===== config.mk =====
export PLATFORM = sky130hd
export DESIGN_NAME = jk_mode_register
export DESIGN_NICKNAME = d
export VERILOG_FILES = /design/src/rtl/jk_mode_register.sv
export SDC_FILE = /design/constraint.sdc
export NUM_CORES = 1
export LEC_CHECK = 0
export ABC_CLOCK_PERIOD_IN_PS = 3950
export CORE_AREA = 2 2 39 41
export DETAILED_ROUTE_END_ITERATION = 12
export DIE_AREA = 0 0 41 43
export DONT_BUFFER_PORTS = 1
export SLEW_MARGIN = 10
export SYNTH_ARGS = -nofsm -noshare
export SYNTH_HDL_FRONTEND = slang
export SYNTH_SLANG_ARGS = --single-unit

===== constraint.sdc =====
create_clock -name CP -period 3.95 [get_ports CP]
set_input_delay 0.79 -clock CP [delete_from_list [all_inputs] [get_ports CP]]
set_output_delay 0.79 -clock CP [all_outputs]
set_load 0.01 [all_outputs]

===== src/rtl/jk_mode_register.sv =====
// rtl/jk_mode_register.sv - WIDTH-bit JK/load/modulo up-down register with terminal-count pulse
// Optional lap capture register (LAP/LapQ) enabled by defining JKREG_LAP_EN.
module jk_mode_register #(
  parameter int WIDTH   = 4,
  parameter int MODULUS = 10
) (
  input  logic             CP,
  input  logic             CLR,
  input  logic             EN,
  input  logic [1:0]       MODE,
  input  logic [WIDTH-1:0] J,
  input  logic [WIDTH-1:0] K,
`ifdef JKREG_LAP_EN
  input  logic             LAP,
  output logic [WIDTH-1:0] LapQ,
`endif
  output logic [WIDTH-1:0] Q,
  output logic [WIDTH-1:0] invQ,
  output logic             TC
);

  typedef enum logic [1:0] {
    MODE_JK   = 2'b00,
    MODE_LOAD = 2'b01,
    MODE_UP   = 2'b10,
    MODE_DOWN = 2'b11
  } mode_e;

  // MODULUS may equal 2^WIDTH, so range checks use one extra bit.
  localparam logic [WIDTH:0]   MOD_W = (WIDTH+1)'(MODULUS);
  localparam logic [WIDTH-1:0] MAX_V = WIDTH'(MODULUS - 1);

  logic [WIDTH-1:0] q_q, q_d;
  logic [WIDTH-1:0] invq_q;
  logic             tc_q, tc_d;
  logic             out_of_range;

  assign out_of_range = ({1'b0, q_q} >= MOD_W);

  always_comb begin
    q_d  = q_q;
    tc_d = 1'b0;
    if (EN) begin
      case (mode_e'(MODE))
        MODE_JK:   q_d = (J & ~q_q) | (~K & q_q);
        MODE_LOAD: q_d = J;
        MODE_UP: begin
          if (out_of_range) begin
            q_d = '0;
          end else if (q_q == MAX_V) begin
            q_d  = '0;
            tc_d = 1'b1;
          end else begin
            q_d = q_q + WIDTH'(1);
          end
        end
        MODE_DOWN: begin
          if (out_of_range) begin
            q_d = MAX_V;
          end else if (q_q == '0) begin
            q_d  = MAX_V;
            tc_d = 1'b1;
          end else begin
            q_d = q_q - WIDTH'(1);
          end
        end
        default: q_d = q_q;
      endcase
    end
  end

  // invQ is registered from the next-state value so it never lags Q.
  always_ff @(posedge CP) begin
    if (CLR) begin
      q_q    <= '0;
      invq_q <= '1;
      tc_q   <= 1'b0;
    end else begin
      q_q    <= q_d;
      invq_q <= ~q_d;
      tc_q   <= tc_d;
    end
  end

`ifdef JKREG_LAP_EN
  logic [WIDTH-1:0] lap_q;

  always_ff @(posedge CP) begin
    if (CLR) begin
      lap_q <= '0;
    end else if (LAP) begin
      lap_q <= q_q;
    end
  end

  assign LapQ = lap_q;
`endif

  assign Q    = q_q;
  assign invQ = invq_q;
  assign TC   = tc_q;

endmodule


* Word-level counts from Yosys, hierarchy flattened
Index checks and enable logic that the tools add are counted.
** Word-level totals
- Register bits after elaboration :: 9
- Input port bits :: 13
- Output and inout bits :: 9
- Word-level logic and storage cells :: 31
** Cells by class
- $add $sub $neg :: 2
- Order comparisons :: 1
- Eq/ne operators :: 4
- Mux-type cells :: 11
- Bitwise gates (word level) :: 7
- Reduce and logical (&&, ||, !) cells :: 3
** Operators by type and width (count)
- $mux W4 :: 5
- $pmux W4 S4 :: 1
- $not A4 Y4 :: 3
- $and A4 B4 Y4 :: 2
- $add A4 B1 Y4 const B :: 1
- $eq A2 B2 Y1 const B :: 2
- $eq A4 B4 Y1 const B :: 1
- $ge A4 B4 Y1 const B :: 1
- $logic_not A4 Y1 :: 1
- $mux W1 :: 4
- $or A4 B4 Y4 :: 1
- $sub A4 B1 Y4 const B :: 1
- $eq A2 B1 Y1 const B :: 1
- $logic_not A2 Y1 :: 1
- $pmux W1 S2 :: 1
- $reduce_or A2 Y1 :: 1
- $not A1 Y1 :: 1

* Longest topological paths before layout
Gate-level depths: netlist (run 1).
- Word-level depth :: 6
- Gate-level depth with buffers :: 5
- Mapped depth without buffers :: 4

* Worst setup path before layout (run 1)
OpenSTA, ideal clock, no wires.
- Kind :: input -> register
- From :: in MODE[0]
- To :: reg (tool-made name)
- Library setup time :: 59 ps
- Data arrival time :: 1699 ps
- Data required time :: 3891 ps
- Path slack :: 2192 ps
- Stages :: 4
- Path through :: or2_0 > o32a_1 > a221oi_2 > and2_1
** RTL lines
- start: declaration :: RTL line 10 : input logic [1:0] MODE,

* Worst setup path in the final report (run 1)
- From :: reg q_q[1], in the netlist Q[1]
- To :: out Q[1]
** RTL lines
- start: declaration :: RTL line 33 : logic [WIDTH-1:0] q_q, q_d;
- start signal: assignment :: RTL line 79 : q_q <= q_d;
- end: declaration :: RTL line 17 : output logic [WIDTH-1:0] Q,
No word-level cell between the ends.

==> summary.txt, run 1 <==
Synth Flop Type = dfxtp_1
RSZ-0062 raised after global routing = false
post-route ant nets = 0
Wirelength per Cell = 15.4 um
worst min-delay path class = input port to register
Layout area overhead = -3.13%
layout cells sized above 1 = 12.3%
Max Transition Viols Final = 0
GRT overflow = 0
Worst Setup Start Kind = register
Data arrival, critical path = 0.88 ns
ys async rst share = 0%
H-tree depth = 1
sequential fraction of the synthesis area = 28.2%
slew of the pin with the lowest slew margin = 0.467 ns
drt initial violations = 30
pwr dens = 367 nW/um^2
Synth area leaders = dfxtp_1 (28%), clkbuf_8 (8.6%), mux2i_1 (4.7%)
Avg Cell Area, Syn = 8.64 sq um
Synth Cell Area = 639 sq um
Layout fillers = 153
vias = 554
number of nets in the layout = 87
most frequent cell after synthesis = dfxtp_1
Rel. slew slack = 68.8%
first-pass GRT wire length = 2110 um
CTS tree = built
CP Class = register to output pin
Diodes inserted = 0
fmax = 599 MHz
Internal = 0.158 mW
Post-DP HPWL = 984 um
clock power share = 32.6%
CTS Buffer Depth = 2
TNS Setup = 0 ns
Psw = 0.0691 mW
worst skew pair latency = 0.27 ns
WP data required = 3.16 ns
Std-Cell Rows = 14
GPL Wtd Cong = 0.787
Die Y = 43 um
routed wire length = 1370 um
CTS Hold Bufs = 0
most frequent cells after synthesis = dfxtp_1 (9), nand2_1 (6), nor2_1 (5)
max cap viols = 0
# IOs = 22
final-report hold violation count = 0
Layout Utilization = 44.8%
largest net degree at the start of global routing = 16
I/O Buffers = 0
# clock sinks = 9
core region area = 1380 sq um
Worst Setup End Kind = output pin
clk slew on worst S/H paths = 0.06 ns
Initial Utilization = 46.2%
final setup vio count = 0
number of global-route vias before repair = 472
Post-Syn Nets = 87
status = complete, no violations
die area = 1760 sq um
EDFF count, synth = 0
initial antenna violation count = 0
clock buffer count from CTS = 3
Synth Register Bits = 9
Seq pwr share = 49.2%
Synth top area share = 28.2%
cts repair resizes = 0
top cell type by total area after synthesis = dfxtp_1
period utilisation layout = 42.3%
Vias/cell = 6.22
drt pass-1 iters = 4
synthesized instance count = 74
skew final = 0.00275 ns
CTS root buf = clkbuf_4
Tot GR Track Use = 17.9%
Ys Warns = 0
min Tclk post-route = 1.67 ns
switching share of power = 30.4%
Leak = 0.212 nW
postcts setup bufs = 0
Netlist cell types = 32
die width = 41 um
CP max FO = 11
peak supply drop = 0.155 mV
Remaining DRCs = 0
Comb power frac = 18.1%
[cell families after synthesis]
family / share of synthesized area [%]
DFF: 28.2
xor gates and xnor gates: 2.74
AOI/OAI and AO/OA: 29.4
and+or+nand+nor: 22.3
buffers and inverters: 12.7
muxes: 4.70
[stage by stage]
stage | power [mW] | hold WS, ns | worst slack [ns] | instance area [sq um] | instances
3_5_place_dp | 0.154 | 0.704 | 2.14 | 593 | 85
3_3_place_gp | 0.154 | 0.700 | 2.16 | 593 | 85
4_1_cts | 0.228 | 0.614 | 2.29 | 619 | 89
6_report | 0.227 | 0.618 | 2.28 | 619 | 89
2_1_floorplan | 0.156 | 0.631 | 2.19 | 639 | 74
5_1_grt | 0.239 | 0.617 | 2.22 | 619 | 89
[metal layers]
layer,up-vias,GRT usage [%],routed length (um)
met2,30,20.9,573
met1,242,25.7,640
met3,5,6.81,120
met5,-,0,0
met4,0,12.0,36
li1,277,-,-
[final cells by class]
class	instances	area, sq um	area share, %
multi-input combinational	56	378	61.0
tap	16	20.0	3.23
sequential	9	180	29.1
clock buffer	4	26.3	4.24
inverter	4	15.0	2.42
[power groups by stage]
stage          Combinational, mW  Sequential [mW]  Clock, mW
4_1_cts                   0.0408            0.112     0.0752
5_1_grt                   0.0455            0.113     0.0799
6_report                  0.0412            0.112     0.0741
3_5_place_dp              0.0405            0.114          0
2_1_floorplan             0.0487            0.107          0
3_3_place_gp              0.0404            0.114          0
[placed cells by master (no fill, tap or decap), types with 2 or more instances in the layout]
cell type	Yosys	layout
mux2i_1	3	3
inv_1	4	4
o2111ai_1	2	2
nand2_1	6	6
o32a_1	2	2
or3b_2	2	2
nand2b_1	3	3
clkbuf_4	0	3
o21ai_0	2	2
nor3_1	4	4
a21oi_1	4	4
a31oi_1	3	3
nand3_1	2	2
dfxtp_1	9	9
xnor2_1	2	2
nor2_1	5	5
o21a_1	2	2
[path summary, 6_finish.rpt]
path | start | to | slack, ns | depth (start not counted)
hold reg to reg | register | TC | 0.71 | 2
setup / recovery | Q[1] | Q[1] | 2.28 | 0
hold / removal | CLR | Q[2] | 0.62 | 1
setup reg to reg | Q[2] | invQ[1] | 2.32 | 4
Power figures use the tool's default switching activity.
==> inputs of run 2 (changes only) <==
ABC_CLOCK_PERIOD_IN_PS = 1600   (was 3950)
clock period = 1.6 ns   (was 3.95 ns; I/O delays follow)
==> summary.txt, run 2 (synthesis results as in run 1) <==
final cell count without fillers = 96 (was 89)
Die Y = 43 um (unchanged)
WP data required = 1.81 ns (was 3.16 ns)
I/O Buffers = 0 (unchanged)
launch point of the worst reg-to-reg path = Q[0] (was Q[2])
Data arrival, critical path = 1.66 ns (was 0.88 ns)
worst setup margin = 0.148 ns (was 2.28 ns)
Leak = 0.249 nW (was 0.212 nW)
final setup vio count = 0 (unchanged)
CTS tree = built (unchanged)
final-report hold violation count = 0 (unchanged)
pre-CTS setup slack = 0.157 ns (was 2.14 ns)
Internal = 0.409 mW (was 0.158 mW)
Remaining DRCs = 0 (unchanged)
die area = 1760 sq um (unchanged)
peak supply drop = 0.304 mV (was 0.155 mV)
Vias/cell = 6.28 (was 6.22)
Wirelength per Cell = 15.2 um (was 15.4 um)
CP Class = register to register (was register to output pin)
fmax = 689 MHz
core region area = 1380 sq um (unchanged)
Slowest cell on crit path = dfxtp_1
CP bufs+invs = 0
switching share of power = 30.1% (was 30.4%)
clock power share = 31.5% (was 32.6%)
CP peak stage delay = 0.48 ns
Seq pwr share = 44.9% (was 49.2%)
most frequent cells in the layout = dfxtp_1 (9), buf_4 (7), nand2_1 (6) (was dfxtp_1 (9), nand2_1 (6), nor2_1 (5))
pwr dens = 872 nW/um^2 (was 367 nW/um^2)
drt pass-1 iters = 4 (unchanged)
slew of the pin with the lowest slew margin = 0.348 ns (was 0.467 ns)
TNS Setup = 0 ns (unchanged)
top cell family by delay on the critical path = compound AO/OA/AOI/OAI gates
internal reg-to-reg setup slack = 0.15 ns (was 2.32 ns)
Layout Utilization = 48.6% (was 44.8%)
number of nets in the layout = 94 (was 87)
drt initial violations = 27 (was 30)
total power = 0.586 mW (was 0.227 mW)
GPL Wtd Cong = 0.833 (was 0.787)
Std-Cell Rows = 14 (unchanged)
cts repair resizes = 0 (unchanged)
Diodes inserted = 0 (unchanged)
postcts setup bufs = 0 (unchanged)
# IOs = 22 (unchanged)
largest net degree at the start of global routing = 16 (unchanged)
Min-Delay Path Depth = 1 (unchanged)
CTS root buf = clkbuf_4 (unchanged)
worst min-delay path class = input port to register (unchanged)
first-pass GRT wire length = 2530 um (was 2110 um)
die width = 41 um (unchanged)
Hold Crit Start = CLR (unchanged)
number of global-route vias before repair = 583 (was 472)
GRT overflow = 0 (unchanged)
initial antenna violation count = 0 (unchanged)
commonest non-fill, non-tap cell in the layout = dfxtp_1 (unchanged)
vias = 603 (was 554)
RSZ-0062 raised after global routing = false (unchanged)
Comb power frac = 23.5% (was 18.1%)
Area after DPL = 646 sq um (was 593 sq um)
clk slew on worst S/H paths = 0.06 ns (about the same)
routed wire length = 1460 um (was 1370 um)
Layout area overhead = 5.09% (was -3.13%)
Post-DP HPWL = 1070 um (was 984 um)
skew final = 0.000713 ns (was 0.00275 ns)
# clock sinks = 9 (unchanged)
post-route ant nets = 0 (unchanged)
clock buffer count from CTS = 3 (unchanged)
Psw = 0.176 mW (was 0.0691 mW)
CTS Hold Bufs = 0 (unchanged)
max cap viols = 0 (unchanged)
Worst Setup Start Kind = register (unchanged)
Tot GR Track Use = 20.9% (was 17.9%)
Cells after DPL = 92 (was 85)
status = complete, no violations (unchanged)
Worst Setup End Kind = register (was output pin)
period utilisation layout = 90.8%
CP max FO = 6 (was 11)
worst skew pair latency = 0.27 ns (about the same)
worst hold endpoint = Q[2] (unchanged)
worst path cell trace = nand2_1 -> o32a_1 -> a221oi_2 -> and2_1
Hold WS = 0.150 ns (was 0.618 ns)
Max Transition Viols Final = 0 (unchanged)
path depth of the worst reg2reg path = 4 (unchanged)
design area = 672 sq um (was 619 sq um)
min Tclk post-route = 1.45 ns
Rel. slew slack = 76.7% (was 68.8%)
Initial Utilization = 46.2% (unchanged)
CTS Buffer Depth = 2 (unchanged)
H-tree depth = 1 (unchanged)
layout cells sized above 1 = 20.0% (was 12.3%)
run 2: cell types whose count changed in the layout (fill, tap and decap cells not counted):
| cell | previous run | this run |
|---|---|---|
| buf_4 | 0 | 7 |
run 2: area by class of cell:
type | count | area, sq um
clock buffer | 4 | 26.3
fill | 142 | 712
timing repair buffer | 7 | 52.6
sequential | 9 | 180
multi-input combinational | 56 | 378
tap | 16 | 20.0
inverter | 4 | 15.0
run 2: layer usage:
metal,wire length [um],track usage (%),part of all wire (%),vias to the layer above
met5,0,0,0,-
met4,43,12.0,2.9,0
met3,111,4.71,7.6,5
met2,654,27.2,45,33
met1,653,30.3,45,277
li1,-,-,-,288
run 2: worst reg2reg max path: stages, from the launching register on:
cell	delay (ns)
dfxtp_1	0.48
nand2_1	0.16
o32a_1	0.34
a221oi_2	0.25
and2_1	0.16
run 2: worst max path at each step:
stage,startpoint,endpoint,cells after the start
6_report,Q[0],register,4
5_1_grt,Q[0],register,4
4_1_cts,Q[0],register,4
3_5_place_dp,Q[0],register,4
3_3_place_gp,register,register,4
2_1_floorplan,Q[2],invQ[1],5
run 2: power groups by stage:
| stage | clock network [mW] | registers [mW] | logic [mW] |
|---|---|---|---|
| 5_1_grt | 0.196 | 0.265 | 0.155 |
| 2_1_floorplan | 0 | 0.265 | 0.120 |
| 4_1_cts | 0.191 | 0.263 | 0.137 |
| 6_report | 0.185 | 0.263 | 0.138 |
| 3_5_place_dp | 0 | 0.269 | 0.136 |
| 3_3_place_gp | 0 | 0.268 | 0.135 |
==> inputs of run 3 (changes only) <==
CELL_PAD_IN_SITES_DETAIL_PLACEMENT = 0   (was unset)
CELL_PAD_IN_SITES_GLOBAL_PLACEMENT = 1   (was unset)
CORE_AREA = unset   (was 2 2 39 41)
CORE_MARGIN = 1.5   (was unset)
CORE_UTILIZATION = 42   (was unset)
DIE_AREA = unset   (was 0 0 41 43)
PLACE_DENSITY_LB_ADDON = 0.1   (was unset)
SETUP_SLACK_MARGIN = 0.15   (was unset)
==> summary.txt, run 3 (synthesis results as in run 1) <==
post-route ant nets = 0 (unchanged)
GPL Wtd Cong = 0.824 (was 0.833)
CTS Buffer Depth = 2 (unchanged)
final setup vio count = 0 (unchanged)
fmax = 696 MHz (was 689 MHz)
Rel. slew slack = 77.8% (was 76.7%)
CP peak stage delay = 0.38 ns (was 0.48 ns)
Internal = 0.411 mW (was 0.409 mW)
# clock sinks = 9 (unchanged)
H-tree depth = 1 (unchanged)
number of global-route vias before repair = 545 (was 583)
Std-Cell Rows = 13 (was 14)
worst path cell trace = or2_1 -> o32a_1 -> a221oi_2 -> and2_1 (was nand2_1 -> o32a_1 -> a221oi_2 -> and2_1)
TNS Setup = 0 ns (unchanged)
Layout area overhead = 8.02% (was 5.09%)
Psw = 0.168 mW (was 0.176 mW)
number of nets in the layout = 95 (was 94)
instance count on the critical path = 4 (unchanged)
die area = 1770 sq um (was 1760 sq um)
# IOs = 22 (unchanged)
Worst Setup Start Kind = register (unchanged)
WP data required = 1.80 ns (was 1.81 ns)
Remaining DRCs = 0 (unchanged)
period utilisation layout = 89.8% (was 90.8%)
clk slew on worst S/H paths = 0.06 ns (about the same)
Die Y = 42.0 um (was 43 um)
switching share of power = 29.1% (was 30.1%)
internal reg-to-reg setup slack = 0.16 ns (was 0.15 ns)
commonest non-fill, non-tap cell in the layout = buf_4 (was dfxtp_1)
routed wire length = 1560 um (was 1460 um)
worst skew pair latency = 0.26 ns (was 0.27 ns)
Hold Crit Start = CLR (unchanged)
peak supply drop = 0.354 mV (was 0.304 mV)
CP max FO = 4 (was 6)
top cell family by delay on the critical path = compound AO/OA/AOI/OAI gates (unchanged)
slew of the pin with the lowest slew margin = 0.333 ns (was 0.348 ns)
Seq pwr share = 45.7% (was 44.9%)
drt initial violations = 11 (was 27)
layout cells sized above 1 = 25.9% (was 20.0%)
final cell count without fillers = 96 (unchanged)
path depth of the worst reg2reg path = 4 (unchanged)
skew final = 0.00143 ns (was 0.000713 ns)
CTS tree = built (unchanged)
initial antenna violation count = 0 (unchanged)
worst setup margin = 0.163 ns (was 0.148 ns)
CTS root buf = clkbuf_4 (unchanged)
Leak = 0.256 nW (was 0.249 nW)
Cells after DPL = 90 (was 92)
clock power share = 29.8% (was 31.5%)
pwr dens = 840 nW/um^2 (was 872 nW/um^2)
core region area = 1370 sq um (was 1380 sq um)
pre-CTS setup slack = 0.0841 ns (was 0.157 ns)
Wirelength per Cell = 16.2 um (was 15.2 um)
clock buffer count from CTS = 3 (unchanged)
worst min-delay path class = input port to register (unchanged)
most frequent cells in the layout = buf_4 (8), nand2_1 (6), dfxtp_1 (5), nor2_1 (5) (was dfxtp_1 (9), buf_4 (7), nand2_1 (6))
status = complete, no violations (unchanged)
die width = 42.0 um (was 41 um)
CP Class = register to register (unchanged)
Vias/cell = 6.20 (was 6.28)
I/O Buffers = 0 (unchanged)
RSZ-0062 raised after global routing = true (was false)
Tot GR Track Use = 19.2% (was 20.9%)
max cap viols = 0 (unchanged)
Initial Utilization = 46.8% (was 46.2%)
Comb power frac = 24.5% (was 23.5%)
Data arrival, critical path = 1.64 ns (was 1.66 ns)
Slowest cell on crit path = o32a_1 (was dfxtp_1)
Hold WS = 0.149 ns (was 0.150 ns)
first-pass GRT wire length = 2590 um (was 2530 um)
GRT overflow = 0 (unchanged)
Max Transition Viols Final = 0 (unchanged)
final-report hold violation count = 0 (unchanged)
Worst Setup End Kind = register (unchanged)
drt pass-1 iters = 4 (unchanged)
largest net degree at the start of global routing = 16 (unchanged)
Diodes inserted = 0 (unchanged)
min Tclk post-route = 1.44 ns (was 1.45 ns)
CP bufs+invs = 0 (unchanged)
total power = 0.580 mW (was 0.586 mW)
vias = 595 (was 603)
CTS Hold Bufs = 0 (unchanged)
Post-DP HPWL = 1080 um (was 1070 um)
## run 3: changes by cell type in the layout (fill, tap and decap cells not counted)
cell     change
dfxtp_4      +3
or2_0        -1
buf_4        +1
dfxtp_2      +1
dfxtp_1      -4
or2_1        +1
## run 3: how the worst min path moves through the flow
stage / endpoint / slack [ns] / cells past startpoint
finish: Q[2] / 0.15 / 1
global route: Q[2] / 0.14 / 1
global placement: Q[2] / 0.42 / 1
detailed placement: Q[2] / 0.42 / 1
CTS: Q[2] / 0.14 / 1
floorplan: Q[2] / 0.41 / 1
## run 3: cell type report
type	count	area, sq um
Sequential cell	9	193
Clock buffer	4	26.3
Multi-Input combinational cell	56	378
Inverter	4	15.0
Tap cell	15	18.8
Fill cell	139	676
Timing Repair Buffer	8	60.1
## run 3: layer usage
layer	track usage [%]	share of wire (%)	wire, um
met1	27.7	48	751
met4	11.3	1.9	29
met3	3.45	6.2	97
met5	0	0	0
met2	26.3	44	679
## run 3: what timing repair did
| action | in CTS | in global routing |
|---|---|---|
| setup endpoints to repair | 2 | 3 |
| resized for setup | 3 | 4 |
| pin swaps | 0 | 4 |
| buffers inserted | 0 | 2 |
## run 3: worst reg2reg max path, delay by kind of cell (launching register included)
family             cells  cell delay, ns
and+or+nand+nor        2            0.38
DFF                    1            0.35
AOI/OAI and AO/OA      2            0.65
## run 3: metrics by stage
| step | area, sq um | utilization (%) |
|---|---|---|
| 4_1_cts | 668 | 48.9 |
| 2_1_floorplan | 641 | - |
| 6_report | 691 | 50.5 |
| 3_5_place_dp | 638 | 46.7 |
| 5_1_grt | 691 | 50.5 |
| 3_3_place_gp | 638 | 46.7 |
## run 3: power by group through the flow
stage	combinational, mW	clock, mW	sequential [mW]
global route	0.158	0.190	0.267
floorplan	0.120	0	0.265
finish	0.142	0.173	0.265
global placement	0.132	0	0.273
CTS	0.131	0.180	0.270
detailed placement	0.130	0	0.273
